==> src/rtl/debouncer_bank.sv <==
// Multi-channel push-button/switch debouncer: per-channel synchroniser, tick-gated stability filter,
// registered level plus rise/fall pulses. Define DEBOUNCER_BANK_REPEAT_EN to add hold-to-repeat pulses.
module debouncer_bank #(
  parameter int CHANNELS      = 4,
  parameter int STABLE_CYCLES = 16,
  parameter int SYNC_STAGES   = 2,
  parameter int REPEAT_DELAY  = 500,
  parameter int REPEAT_PERIOD = 100
) (
  input  logic                Clk,
  input  logic                Reset,
  input  logic                sampleTick,
  input  logic [CHANNELS-1:0] signalInput,
  output logic [CHANNELS-1:0] level,
  output logic [CHANNELS-1:0] risePulse,
  output logic [CHANNELS-1:0] fallPulse,
  output logic [CHANNELS-1:0] repeatPulse
);

  localparam int CNT_W = $clog2(STABLE_CYCLES + 1);
  localparam logic [CNT_W-1:0] CNT_LAST = CNT_W'(STABLE_CYCLES - 1);

  logic [SYNC_STAGES-1:0] syncChain [CHANNELS];
  logic [CNT_W-1:0]       stableCnt [CHANNELS];
  logic [CHANNELS-1:0]    syncOut;
  logic [CHANNELS-1:0]    accept;

  // Any tick that agrees with the current level restarts the window.
  function automatic logic [CNT_W-1:0] nextCount(input logic [CNT_W-1:0] c, input logic differ);
    return differ ? c + 1'b1 : '0;
  endfunction

  always_comb begin
    syncOut = '0;
    accept  = '0;
    for (int ch = 0; ch < CHANNELS; ch++) begin
      syncOut[ch] = syncChain[ch][SYNC_STAGES-1];
      accept[ch]  = sampleTick && (syncOut[ch] != level[ch]) && (stableCnt[ch] == CNT_LAST);
    end
  end

  // Synchroniser stages and stability filter
  always_ff @(posedge Clk or posedge Reset) begin
    if (Reset) begin
      for (int ch = 0; ch < CHANNELS; ch++) begin
        syncChain[ch] <= '0;
        stableCnt[ch] <= '0;
      end
      level     <= '0;
      risePulse <= '0;
      fallPulse <= '0;
    end else begin
      for (int ch = 0; ch < CHANNELS; ch++) begin
        syncChain[ch] <= {syncChain[ch][SYNC_STAGES-2:0], signalInput[ch]};
        risePulse[ch] <= accept[ch] & syncOut[ch];
        fallPulse[ch] <= accept[ch] & ~syncOut[ch];
        if (sampleTick) begin
          if (accept[ch]) begin
            level[ch]     <= syncOut[ch];
            stableCnt[ch] <= '0;
          end else begin
            stableCnt[ch] <= nextCount(stableCnt[ch], syncOut[ch] != level[ch]);
          end
        end
      end
    end
  end

`ifdef DEBOUNCER_BANK_REPEAT_EN
  localparam int REP_MAX = (REPEAT_DELAY > REPEAT_PERIOD) ? REPEAT_DELAY : REPEAT_PERIOD;
  localparam int REP_W   = $clog2(REP_MAX + 1);
  localparam logic [REP_W-1:0] DELAY_LAST  = REP_W'(REPEAT_DELAY - 1);
  localparam logic [REP_W-1:0] PERIOD_LAST = REP_W'(REPEAT_PERIOD - 1);

  logic [REP_W-1:0]    repCnt [CHANNELS];
  logic [CHANNELS-1:0] repPeriodic;

  // Repeat stage: first interval is the delay, later ones the period
  always_ff @(posedge Clk or posedge Reset) begin
    if (Reset) begin
      for (int ch = 0; ch < CHANNELS; ch++) repCnt[ch] <= '0;
      repPeriodic <= '0;
      repeatPulse <= '0;
    end else begin
      for (int ch = 0; ch < CHANNELS; ch++) begin
        repeatPulse[ch] <= 1'b0;
        if (sampleTick) begin
          if (!level[ch] || accept[ch]) begin
            repCnt[ch]      <= '0;
            repPeriodic[ch] <= 1'b0;
          end else if (repCnt[ch] == (repPeriodic[ch] ? PERIOD_LAST : DELAY_LAST)) begin
            repCnt[ch]      <= '0;
            repPeriodic[ch] <= 1'b1;
            repeatPulse[ch] <= 1'b1;
          end else begin
            repCnt[ch] <= repCnt[ch] + 1'b1;
          end
        end
      end
    end
  end
`else
  assign repeatPulse = '0;
`endif

endmodule
==> config.mk <==
export PLATFORM = sky130hd
export DESIGN_NAME = debouncer_bank
export DESIGN_NICKNAME = d
export VERILOG_FILES = /design/src/rtl/debouncer_bank.sv
export SDC_FILE = /design/constraint.sdc
export NUM_CORES = 1
export LEC_CHECK = 0
export ABC_AREA = 1
export CORE_MARGIN = 3
export CORE_UTILIZATION = 30
export DETAILED_ROUTE_END_ITERATION = 7
export GPL_TIMING_DRIVEN = 0
export PLACE_DENSITY = 0.55
export SETUP_SLACK_MARGIN = 0.3
export SYNTH_ARGS = -nofsm -noshare
export SYNTH_HDL_FRONTEND = slang
export SYNTH_SLANG_ARGS = --single-unit
==> constraint.sdc <==
create_clock -name Clk -period 2.8 [get_ports Clk]
set_input_delay 0.28 -clock Clk [delete_from_list [all_inputs] [get_ports Clk]]
set_output_delay 0.28 -clock Clk [all_outputs]
set_load 0.05 [all_outputs]
======== Word level (Yosys, flattened, before mapping) ========
Index checks and enable logic that the tools add are counted.
word-level totals
  output and inout bits ................... 16
  flip-flop bits (word level) ............. 40
  word-level logic and storage cells ...... 58
cells by class
  equality and inequality tests ........... 8
  $add $sub $neg .......................... 4
  reductions and logical operators ........ 12
  mux-type cells .......................... 8
  bitwise operators ....................... 12
operators with widths
  operator                                                         count
  5-bit 2-to-1 mux                                                 8
  5-bit by 1-bit adder with 5-bit output, second input constant    4
  5-bit by 4-bit == test with 1-bit output, second input constant  4
  1-bit AND                                                        8
  1-bit logical AND                                                8
  2-bit AND reduction                                              4
  1-bit != test                                                    4
  1-bit inverter                                                   4

======== Logic depth before layout (Yosys ltp) ========
  word-level depth ........................ 4
  depth in mapped cells ................... 7
  gate-level depth less buffers ........... 7

======== Worst setup path before layout ========
OpenSTA, ideal clock, no wires.
  kind .................................... flip-flop to flip-flop
  start point ............................. reg stableCnt[5] (netlist name)
  end point ............................... reg stableCnt[5] (netlist name)
  cell stages (with the launch flop) ...... 8
  data arrival time ....................... 1.295 ns
  setup slack ............................. 1.440 ns
  path buffers ............................ 0
  data required time ...................... 2.735 ns
  cells stage by stage .................... dfrtp_1 -> ha_1 -> nand2_1 -> nor2_1 -> ha_1 -> nor3_4 -> nand2_1 -> nand2_1
on the way
  longest elaborated chain between the ends .. 3
  elaborated cells on any way between the ends .. 5
  those cells by class .................... add/sub: 1; eq/ne: 1; mux: 2; reduce/logical: 1
ends and longest elaborated chain
  item                                                                                                line    text
  from (decl)                                                                                         24      logic [CNT_W-1:0] stableCnt [CHANNELS];
  from (signal, indexed assignment)                                                                   62      stableCnt[ch] <= nextCount(stableCnt[ch], syncOut[ch] != level[ch]);
  5-bit by 1-bit adder with 5-bit output or 5-bit by 4-bit == test with 1-bit output (tied branches)  30, 38
  5-bit 2-to-1 mux or 1-bit logical AND (tied branches)                                               30, 38
  5-bit 2-to-1 mux (*)                                                                                58      if (accept[ch]) begin
Every way passes the cells marked *; elsewhere a longest branch is shown, timed or not.
A chain may end at the register's enable or synchronous reset.

======== Worst setup path after layout ========
  start point ............................. reg level[2]
  end point ............................... out level[2]
RTL lines
  item                               line  text
  from (decl)                        14    output logic [CHANNELS-1:0] level,
  from (signal, indexed assignment)  59    level[ch] <= syncOut[ch];
No word-level cell between the ends.

==> reports/metrics.yaml <==
status: "complete, no violations"
final-setup-viol-count: 0
seq_area_sq_mm: 0.00100
fin_crit_ns: 1.81
via_per_inst: 4.21
clkSinkCount: 40
worst_clock_skew_ns: 0.00411
start_util_pct: 32.2
slew_headroom_pct: 45.9
synth_common_cells: "79 x nand2_1, 40 x dfrtp_1, 30 x inv_1"
antenna_cells: 0
drtIter0Drc: 87
utilization_pct: 39.1
synthDominantCellAreaShare_pct: 54.1
dieArea_sq_mm: 0.00715
required_ns: 2.52
crit_type: "reg2out"
ant_nets: 0
timing.final.ws_setup_ns: 0.989
synth_warnings: 0
cp_max_fo: 5
cts_buffers: 5
cts_hold_buf: 0
cts_buffer_depth: 2
syn_inst: 210
grtUsageTotal_pct: 9.35
async_reset_ff_share_pct: 100
wl_per_cell_microns: 9.75
worstMarginPinSlew_ns: 0.811
dp.final_hpwl_microns: 2150
htreeDepth: 2
synthTopCellsByArea: "dfrtp_1 54%, nand2_1 16%, inv_1 6.1%"
antenna_found_initial: 0
critPathLaunchType: "flip-flop"
cp.buffers_inverters: 1
arrival_ns: 1.53
hold_violations: 0
rsz0062_at_grt: "false"
gp_congestion: 0.747
clkLatencyLatePin_ns: 0.29
cp-end-kind: "output port"
overflow: 0
avgSynthCellArea_sq_um: 8.82
synth_edf_count: 0
tns_ns: 0
slew_viol_final: 0
synth_area_leader_cell: "dfrtp_1"
firstDrtPassIters: 7
yosysUniqueCellTypes: 15
synth_most_common_cell: "nand2_1"
area_growth_pct: 21.2
multiInputGateArea_sq_um: 698
cp_slowest_cell: "clkdlybuf4s50_1"
cts_tree: "built"
post_cts_buffers: 0
place_ws_ns: 1.19
cap_violations: 0
fin_nets: 253
fmax_ghz: 0.552
powerDensity_mw_per_mm2: 535
dp.cells: 303
rows: 27
ys.flop_type: "dfrtp_1"
critical_path.top_delay_family: "buffers and inverters"
clkTransAtPathRegs_ns: 0.08
num_vias: 1309
grt_pass1_vias: 1232
nFillCells: 585
io_pins: 23
port_buffers: 18
finalNonFillerCells: 311
cts_resized: 0
die_w_microns: 84.6
fin_crit_sh_pct: 64.7
fp.dieH_microns: 84.6
core-area_sq_mm: 0.00574
root_buffer: "clkbuf_8"
slowest_delay_ns: 0.83
whs_ns: 0.351
ys_seq_area_share_pct: 54.1
synth_seq_cells: 40
leakage_nw: 1.23
grt_max_degree: 41
grt_pass1_wl_microns: 5470
netlist_area_sq_mm: 0.00185
post-route-drc-count: 0
min_path_type: "reg2reg"
worstPathCellList: "clkdlybuf4s50_1"
peakVddDrop_uv: 249
reg2reg_slack_ns: 1.27
drt-total-wl_microns: 3030
drive_above_1_share_pct: 8.79
## where the power goes
group	switching [W]	internal [W]
registers	0.0000284	0.000603
logic	0.0000645	0.0000389
clock network	0.000203	0.000264
total	0.000296	0.000906
## per-layer routing
metal | vias up | wire [microns] | global-route usage [%]
li1 | 692 | - | -
met1 | 597 | 1400 | 11.7
met2 | 16 | 1490 | 15.6
met3 | 4 | 109 | 2.36
met4 | 0 | 27 | 3.45
met5 | - | 0 | 0
## flip-flops by register name (all words and copies together), names as in the netlist
name,cells
level,4
stableCnt,20
fallPulse,4
syncChain,8
risePulse,4
## layout make-up
cell class	count	area share [%]
timing repair buffer	18	8.03
clock buffer	5	3.07
clock inverter	3	1.90
tap	72	4.01
inverter	30	5.02
buffer	7	2.29
multi-input combinational	136	31.1
sequential	40	44.6
## cells in the final DEF, fill, tap and decap left out
master and count:
clkinv_2 1, ha_1 8, nor2_1 16, inv_2 1
nand3_1 8, nand2_4 1, clkdlybuf4s50_1 18, clkinvlp_4 1
buf_6 1, nand2_1 79, nor3_4 4, nand4_1 8
buf_2 2, bufinv_16 1, xor2_1 4, clkbuf_8 5
conb_1 4, dfrtp_1 40, buf_4 4, a31oi_1 4
inv_1 29
## final timing paths
| check | to | cells after the start | from |
|---|---|---|---|
| worst max-delay path | level[2] | 1 | level[2] |
| worst min-delay path | syncChain[3] | 0 | syncChain[2] |
| worst max register to register | stableCnt[2] | 7 | stableCnt[0] |
| worst min register to register | syncChain[3] | 0 | syncChain[2] |
| max in group asynchronous | stableCnt[18] | 2 | Reset |
| min in group asynchronous | fallPulse[3] | 2 | Reset |
## worst register-to-register path: stages, from the launching register on
cell and delay, ns:
dfrtp_1 0.43, ha_1 0.24, nand2_1 0.07, nor2_1 0.04
ha_1 0.24, nor3_4 0.31, nand2_1 0.08, nand2_1 0.06
## per-stage QoR
stage,cell area [sq um],power (W)
4_1_cts,2240,0.00123
3_3_place_gp,2130,0.000745
2_1_floorplan,1860,0.000719
3_5_place_dp,2130,0.000750
6_report,2240,0.00120
5_1_grt,2240,0.00127
## logic make-up after synthesis
family	share of synthesized area, %
AND/OR/NAND/NOR	28.2
buffers and inverters	8.85
adder cells (fa/ha/maj)	5.41
AO/OA/AOI/OAI	1.35
other	0.203
XOR/XNOR	1.89
flip-flops	54.1
(Power assumes the default switching activity.)
